==> src/rtl/exec_mem_pipe_reg.sv <==
// Execute-to-memory pipeline register with stall/flush control, misaligned
// access trapping and forwarding/load-use hints for the hazard unit.
module exec_mem_pipe_reg #(
  parameter int XLEN       = 32,
  parameter int REG_ADDR_W = 5
) (
  input  logic                  i_clk,
  input  logic                  i_rst,
  input  logic                  i_stall,
  input  logic                  i_flush,
  input  logic                  i_valid,
  input  logic                  i_reg_we,
  input  logic                  i_mem_we,
  input  logic                  i_mem_re,
  input  logic [1:0]            i_mask_type,
  input  logic                  i_ext_type,
  input  logic [1:0]            i_result_src,
  input  logic [REG_ADDR_W-1:0] i_rd,
  input  logic [XLEN-1:0]       i_alu_result,
  input  logic [XLEN-1:0]       i_write_data,
  input  logic [XLEN-1:0]       i_pc_plus4,
  output logic                  o_valid,
  output logic                  o_reg_we,
  output logic                  o_mem_we,
  output logic [1:0]            o_mask_type,
  output logic                  o_ext_type,
  output logic [1:0]            o_result_src,
  output logic [REG_ADDR_W-1:0] o_rd,
  output logic [XLEN-1:0]       o_alu_result,
  output logic [XLEN-1:0]       o_memory_data,
  output logic [XLEN-1:0]       o_pc_plus4,
  output logic                  o_fwd_en,
  output logic                  o_load_pending,
  output logic                  o_misaligned,
  output logic [XLEN-1:0]       o_bad_addr
);

  localparam logic [1:0] MASK_BYTE = 2'b00;
  localparam logic [1:0] MASK_HALF = 2'b01;
  localparam logic [1:0] SRC_MEM   = 2'b01;

  logic                  misaligned_now;
  logic                  load_en;
  logic                  nxt_valid;
  logic                  nxt_reg_we;
  logic                  nxt_mem_we;
  logic [1:0]            nxt_mask_type;
  logic                  nxt_ext_type;
  logic [1:0]            nxt_result_src;
  logic [REG_ADDR_W-1:0] nxt_rd;
  logic [XLEN-1:0]       nxt_alu_result;
  logic [XLEN-1:0]       nxt_memory_data;
  logic [XLEN-1:0]       nxt_pc_plus4;
  logic                  nxt_misaligned;
  logic [XLEN-1:0]       nxt_bad_addr;

  // Reserved mask encoding is checked with word alignment.
  always_comb begin
    misaligned_now = 1'b0;
    if (i_mem_we | i_mem_re) begin
      case (i_mask_type)
        MASK_BYTE: misaligned_now = 1'b0;
        MASK_HALF: misaligned_now = i_alu_result[0];
        default:   misaligned_now = |i_alu_result[1:0];
      endcase
    end
  end

  always_comb begin
    nxt_valid       = 1'b0;
    nxt_reg_we      = 1'b0;
    nxt_mem_we      = 1'b0;
    nxt_mask_type   = '0;
    nxt_ext_type    = 1'b0;
    nxt_result_src  = '0;
    nxt_rd          = '0;
    nxt_alu_result  = '0;
    nxt_memory_data = '0;
    nxt_pc_plus4    = '0;
    nxt_misaligned  = 1'b0;
    nxt_bad_addr    = '0;
    if (!i_flush && i_valid) begin
      nxt_valid       = 1'b1;
      nxt_reg_we      = i_reg_we & ~misaligned_now;
      nxt_mem_we      = i_mem_we & ~misaligned_now;
      nxt_mask_type   = i_mask_type;
      nxt_ext_type    = i_ext_type;
      nxt_result_src  = i_result_src;
      nxt_rd          = i_rd;
      nxt_alu_result  = i_alu_result;
      nxt_memory_data = i_write_data;
      nxt_pc_plus4    = i_pc_plus4;
      nxt_misaligned  = misaligned_now;
      nxt_bad_addr    = misaligned_now ? i_alu_result : '0;
    end
  end

  // Flush overrides stall; otherwise stall freezes every register.
  assign load_en = i_flush | ~i_stall;

  always_ff @(posedge i_clk or posedge i_rst) begin
    if (i_rst) begin
      o_valid       <= 1'b0;
      o_reg_we      <= 1'b0;
      o_mem_we      <= 1'b0;
      o_mask_type   <= '0;
      o_ext_type    <= 1'b0;
      o_result_src  <= '0;
      o_rd          <= '0;
      o_alu_result  <= '0;
      o_memory_data <= '0;
      o_pc_plus4    <= '0;
      o_misaligned  <= 1'b0;
      o_bad_addr    <= '0;
    end else if (load_en) begin
      o_valid       <= nxt_valid;
      o_reg_we      <= nxt_reg_we;
      o_mem_we      <= nxt_mem_we;
      o_mask_type   <= nxt_mask_type;
      o_ext_type    <= nxt_ext_type;
      o_result_src  <= nxt_result_src;
      o_rd          <= nxt_rd;
      o_alu_result  <= nxt_alu_result;
      o_memory_data <= nxt_memory_data;
      o_pc_plus4    <= nxt_pc_plus4;
      o_misaligned  <= nxt_misaligned;
      o_bad_addr    <= nxt_bad_addr;
    end
  end

  // Loads are not forwardable from here; rd 0 is never a real dependency.
  assign o_fwd_en       = o_valid & o_reg_we & (o_rd != '0) & (o_result_src != SRC_MEM);
  assign o_load_pending = o_valid & o_reg_we & (o_result_src == SRC_MEM) & (o_rd != '0);

endmodule

==> config.mk <==
export PLATFORM = sky130hd
export DESIGN_NAME = exec_mem_pipe_reg
export DESIGN_NICKNAME = d
export VERILOG_FILES = /design/src/rtl/exec_mem_pipe_reg.sv
export SDC_FILE = /design/constraint.sdc
export NUM_CORES = 1
export LEC_CHECK = 0
export CORE_MARGIN = 4
export CORE_UTILIZATION = 40
export DETAILED_ROUTE_END_ITERATION = 6
export GPL_TIMING_DRIVEN = 0
export PLACE_DENSITY = 0.8
export REMOVE_ABC_BUFFERS = 1
export SYNTH_ARGS = -nofsm -noshare
export SYNTH_HDL_FRONTEND = slang
export SYNTH_SLANG_ARGS = --single-unit
export TNS_END_PERCENT = 10
==> constraint.sdc <==
create_clock -name i_clk -period 5 [get_ports i_clk]
set_input_delay 0.5 -clock i_clk [delete_from_list [all_inputs] [get_ports i_clk]]
set_output_delay 0.5 -clock i_clk [all_outputs]
set_load 0.005 [all_outputs]
==> results of run 1 <==
[worst paths after layout]
path,endpoint,slack (ns),depth (start not counted),startpoint
max,o_load_pending,2.42,4,o_rd[0]
min reg2reg,o_bad_addr[31],0.49,1,o_bad_addr[31]
min,o_bad_addr[31],0.49,1,o_bad_addr[31]
min in group asynchronous,o_pc_plus4[19],0.57,2,i_rst
max reg2reg,o_result_src[1],4.25,1,o_result_src[1]
max in group asynchronous,o_bad_addr[12],3.65,3,i_rst
[worst max-delay path, delay by kind of cell (launching register included)]
family                 cells  cell delay, ns
and+or+nand+nor            2            0.61
buffers and inverters      1            0.45
AOI/OAI and AO/OA          1            0.22
DFF                        1            0.40
[registers in the layout (all words and copies together), names as in the netlist, 2 cells and up]
name and flops:
o_alu_result 32, o_bad_addr 32, o_mask_type 2, o_memory_data 32
o_pc_plus4 32, o_rd 5, o_result_src 2
[layer usage]
metal / up-vias / wire (um)
li1: 1826 / -
met1: 2116 / 5850
met2: 191 / 8110
met3: 24 / 1220
met4: 0 / 267
met5: - / 0
[through the flow]
step,util [%],instance area (um^2),setup WS [ns]
after floorplan,-,4930,-0.794
after global placement,63.1,7710,-3.52
after detailed placement,65.0,7930,2.48
after CTS,70.3,8590,2.39
after global routing,70.3,8590,2.28
final,70.3,8590,2.42
[cells in the mapped netlist]
cell	number	area, um^2
buf_2	19	95.1
o21ai_0	2	10.0
inv_1	2	7.51
nor2_1	1	3.75
a21oi_1	1	5.00
buf_4	3	22.5
a21oi_2	1	8.76
nor3b_1	1	7.51
o211ai_1	1	7.51
a22o_1	107	937
nor2b_1	1	6.26
or4_1	1	7.51
nand2_1	5	18.8
nor3b_4	1	18.8
dfrtp_1	142	3550
a32o_1	32	320
nand4_1	1	6.26
clkbuf_1	12	45.0
a21o_1	1	7.51
[where the power goes]
part	internal, uW	switching, uW	leakage (uW)
clock	923	452	0.000316
combinational	189	121	0.00153
sequential	1190	22.8	0.00194
[logic make-up after synthesis]
group                  count (synthesis)
AO/OA/AOI/OAI                        145
buffers and inverters                 36
flip-flops                           142
AND/OR/NAND/NOR                       11
[cell type report]
| type | count | area share [%] |
|---|---|---|
| timing repair buffer | 268 | 32.3 |
| sequential | 142 | 41.4 |
| clock buffer | 21 | 5.48 |
| clock inverter | 10 | 2.14 |
| multi-input combinational | 156 | 16.1 |
| inverter | 2 | 0.146 |
| tap | 168 | 2.45 |
==> run metrics, run 1 <==
most frequent cells in the layout clkdlybuf4s50_1 (257), dfrtp_1 (142), a22o_1 (107); met3 Track Usage GR 7.06%; largest net degree at the start of global routing 74; HP Class flip-flop to flip-flop; width of the die 121 um; post-route ant nets 0; CTS tree yes; main combinational cell family by area after synthesis compound AO/OA/AOI/OAI gates; post-synthesis mux area share 0%; CORE AREA 12,200 um^2; Multi-input gate area 1380 um^2; Pwr per Cell Area 337 nW/um^2; root buf cell clkbuf_16; Critical Path Sink Type output pin; layout cells sized above 1 7.51%; Crit path required time 4.50 ns; period utilisation layout 51.7%; outcome finished, final reports clean; Syn Inst Count 334; DRT Wirelength 15.4 mm; Final Net Count 701; fillcell total 897; CP Max Fanout 3; first-pass GRT wire length 24.4 mm; antenna cell count 0; adder-cell share of the synthesized area 0%; DRC 0; detailed-route vias per instance 5.42; Pleak 0.00378 uW; register area 3550 um^2; Synth Register Bits 142; CP startpoint kind flip-flop; GRT Total Usage 21.5%; PortBufs 257; Reg clk slew, reported paths 0.06 ns; Clock Latency Late Sink 0.40 ns; gp weighted congestion 0.765; max cap viols 0; Worst IR Drop VDD 0.191 mV; Worst Tran Pin Value 0.832 ns; HPWL after DPL 11.4 mm; number of global-route vias before repair 4,358; Post-CTS Resized 0; Cell Count, Final, Fillers Out 767; Via Count 4,157; synth warn 0; Die H 121 um; total CTS buffers 17; unrepaired setup endpoints after global routing false; final setup vio count 0; Post-CTS Repair Setup Buffers 0; CTS Buffer Depth 2; Peak Freq 0.387 GHz; Slew Limit Fails 0; met1 usage 24.6%; CP Data Arrival Time 2.08 ns; Boundary Pins 258; Layout Area Growth over Synthesis 68.8%; Fin Clk Skew 0 ns; GR peak layer met2; critical path cell sequence or4_1 -> o211ai_1 -> nor3b_1 -> clkdlybuf4s50_1; final hold slack 0.487 ns; Rows 40; critical path type flip-flop to output pin; commonest non-fill, non-tap cell in the layout clkdlybuf4s50_1; CTS sink count 142; M2 GR Usage 37.9%; setup TNS 0 ns; fraction of the mapped netlist area in compound gates 25.5%; post-synthesis xor/xnor area fraction 0%; WL/cell 20.1 um; DRT Pass-1 Iters 4; Simple-Gate Fraction of Synth Area 1.35%; die area 14,600 um^2; CP max stage cell or4_1; Syn Std Cell Area 5090 um^2; total power 2900 uW; post-synthesis sequential area ratio 69.8%; Tmin final 2.58 ns; H-tree levels 4; Distinct cells, synth 19; Starting Density 41.7%; Inst Count DP 736; final hold vios 0; initial antenna violation count 0; hold_buf cts 0; total grt overflow 0; worst rel slew slack 44.4%; CP max stage delay 0.53 ns; DRT iter0 DRCs 236; Avg Inst Size Synth 15.2 um^2
Power figures use the tool's default switching activity.
==> inputs of run 2 (changes only) <==
==> constraint.sdc (replaced) <==
create_clock -name i_clk -period 2.7 [get_ports i_clk]
set_input_delay 0.27 -clock i_clk [delete_from_list [all_inputs] [get_ports i_clk]]
set_output_delay 0.27 -clock i_clk [all_outputs]
set_load 0.005 [all_outputs]
==> results of run 2 <==
The final DEF is identical to that of run 1. Status: finished, final reports clean.
Among the figures that moved: setup slack after placement 2.48 ns -> 0.410 ns; setup slack after layout 2.42 ns -> 0.345 ns; hold slack 0.487 ns -> 0.340 ns; register-to-register setup slack 4.25 ns -> 1.95 ns; total power 2900 uW -> 5360 uW; worst IR drop on VDD 0.191 mV -> 0.354 mV
==> inputs of run 3 (changes only) <==
--- a/config.mk
+++ b/config.mk
@@ -5,11 +5,13 @@
 export SDC_FILE = /design/constraint.sdc
 export NUM_CORES = 1
 export LEC_CHECK = 0
+export CELL_PAD_IN_SITES_DETAIL_PLACEMENT = 0
+export CELL_PAD_IN_SITES_GLOBAL_PLACEMENT = 2
 export CORE_MARGIN = 4
-export CORE_UTILIZATION = 40
+export CORE_UTILIZATION = 25
 export DETAILED_ROUTE_END_ITERATION = 6
 export GPL_TIMING_DRIVEN = 0
-export PLACE_DENSITY = 0.8
+export PLACE_DENSITY_LB_ADDON = 0.1
 export REMOVE_ABC_BUFFERS = 1
 export SYNTH_ARGS = -nofsm -noshare
 export SYNTH_HDL_FRONTEND = slang
==> run 3 against run 2 <==
  * First-iteration DRC count down 40%
  * Register-to-register slack about the same
  * Worst setup slack worse by 0.052 ns
  * Global-route usage down 7.3 points
  * Sequential share of layout area down 0.86 points
  * Non-clock buffer count up 2
  * Combinational power up 2%
  * Sequential power about the same
  * Critical path depth unchanged
  * Maximum frequency down 2.2%
  * Critical endpoint unchanged
==> run metrics, run 3 (synthesized netlist as in run 1, its figures left out) <==
outcome finished, final reports clean; Net Sw Frac 21.7%; Pwr per Cell Area 612 nW/um^2; CTS sink count 142 (unchanged); max cap viols 0 (unchanged); DRC 0 (unchanged); Peak Freq 0.415 GHz; met3 Track Usage GR 6.14% (-0.92 points); Reg clk slew, reported paths 0.06 ns (about the same); unrepaired setup endpoints after global routing false; width of the die 151 um (+25%); DRT Wirelength 16.2 mm (+4.8%); largest net degree at the start of global routing 78 (+5.4%); final hold vios 0 (unchanged); Slew Limit Fails 0 (unchanged); Fin Clk Skew 0 ns (unchanged); commonest non-fill, non-tap cell in the layout clkdlybuf4s50_1; gp weighted congestion 0.698 (-8.9%); Worst IR Drop VDD 0.391 mV; Critical Path Sink Type output pin; post-route ant nets 0 (unchanged); reg2reg start o_result_src[0]; Cell Count, Final, Fillers Out 867 (+13%); initial antenna violation count 0 (unchanged); period utilisation layout 89.1%; H-tree levels 4 (unchanged); Post-CTS Resized 0 (unchanged); Die H 151 um (+25%); critical path type flip-flop to output pin; Crit path required time 2.43 ns; total grt overflow 0 (unchanged); antenna cell count 0 (unchanged); CORE AREA 19,700 um^2 (+61%); PortBufs 257 (unchanged); Seq pwr share 41.7% (-0.2 points); Layout Area Growth over Synthesis 72.4%; Crit. Startpoint o_rd[0]; Inst Count DP 835 (+13%); GRT Total Usage 14.2% (-7.3 points); Rows 51 (+28%); Post-CTS Repair Setup Buffers 0 (unchanged); die area 22,700 um^2 (+56%); Cell Int Power 4200 uW; root buf cell clkbuf_16; CP startpoint kind flip-flop; CTS Buffer Depth 2 (unchanged); Clock power frac 47.4% (about the same); M2 GR Usage 21.4% (-16 points); Pleak 0.00381 uW (+0.69%); most frequent cells in the layout clkdlybuf4s50_1 (257), dfrtp_1 (142), a22o_1 (107); setup TNS 0 ns (unchanged); Final Net Count 703 (+0.29%); HP Class input pin to asynchronous set/reset pin; CTS tree yes; Comb pwr share 10.9% (+0.2 points); layout cells sized above 1 7.97% (+0.46 points); final setup vio count 0 (unchanged); met1 usage 18.1% (-6.5 points); number of global-route vias before repair 4,323 (-0.80%); total CTS buffers 17 (unchanged); CP Max Fanout 3 (unchanged); Clock Latency Late Sink 0.41 ns (about the same); Via Count 4,063 (-2.3%); GR peak layer met2; CP Data Arrival Time 2.14 ns (+0.06 ns); Tmin final 2.41 ns; DRT Pass-1 Iters 4 (unchanged); worst rel slew slack 37.8% (-6.6 points); Boundary Pins 258 (unchanged); hold_buf cts 0 (unchanged); detailed-route vias per instance 4.69 (-14%); Starting Density 25.8% (-16 points); switching power 1170 uW; Worst Tran Pin Value 0.931 ns (+0.0990 ns); first-pass GRT wire length 25.0 mm (+2.5%); HPWL after DPL 11.4 mm (-0.78%); DRT iter0 DRCs 142 (-40%); WL/cell 18.7 um (-7.3%)
-- run 3: final timing paths --
kind                                    end  slack [ns]  cells after the start
max in group asynchronous  o_alu_result[29]        1.56                      3
hold reg to reg                    o_mem_we        0.49                      2
hold / removal             o_memory_data[2]        0.34                      2
min in group i_clk                 o_reg_we        0.41                      3
setup / recovery             o_load_pending        0.29                      4
setup reg to reg            o_result_src[0]        1.96                      1
-- run 3: through the flow --
stage                     cell area (um^2)  util [%]  hold slack (ns)  total power [uW]  worst slack (ns)
after floorplan                       4930         -            0.400              2440             -2.86
after global placement                7830      39.7            0.470              2830             -6.48
after detailed placement              8130      41.2            0.468              2870             0.220
after CTS                             8770      44.5            0.351              5470             0.253
after global routing                  8770      44.5            0.400              5600             0.191
final                                 8770      44.5            0.335              5370             0.293
-- run 3: per-layer routing --
| metal | share of wire [%] | wire length [um] | vias to the layer above |
|---|---|---|---|
| met1 | 42 | 6870 | 2052 |
| met2 | 45 | 7220 | 172 |
| li1 | - | - | 1824 |
| met4 | 1.6 | 257 | 0 |
| met3 | 11 | 1830 | 15 |
| met5 | 0 | 0 | - |
-- run 3: area by class of cell --
type | count | area [um^2]
multi-input cells | 156 | 1380
inverters | 2 | 12.5
clock inverters | 10 | 159
well taps | 265 | 332
repair buffers | 270 | 2850
flip-flops and latches | 142 | 3550
fillers | 1801 | 10900
clock buffers | 22 | 484
-- run 3: worst max-delay path, cell delays in order (launching register included) --
cell and delay, ns:
dfrtp_1 0.39, or4_1 0.55, o211ai_1 0.24, nor3b_1 0.09
clkdlybuf4s50_1 0.46
-- run 3: power by group through the flow --
stage | logic, uW | clock network [uW] | registers, uW
2_1_floorplan | 153 | 0 | 2280
3_3_place_gp | 552 | 0 | 2280
3_5_place_dp | 595 | 0 | 2280
4_1_cts | 598 | 2630 | 2240
5_1_grt | 633 | 2720 | 2250
6_report | 584 | 2540 | 2240
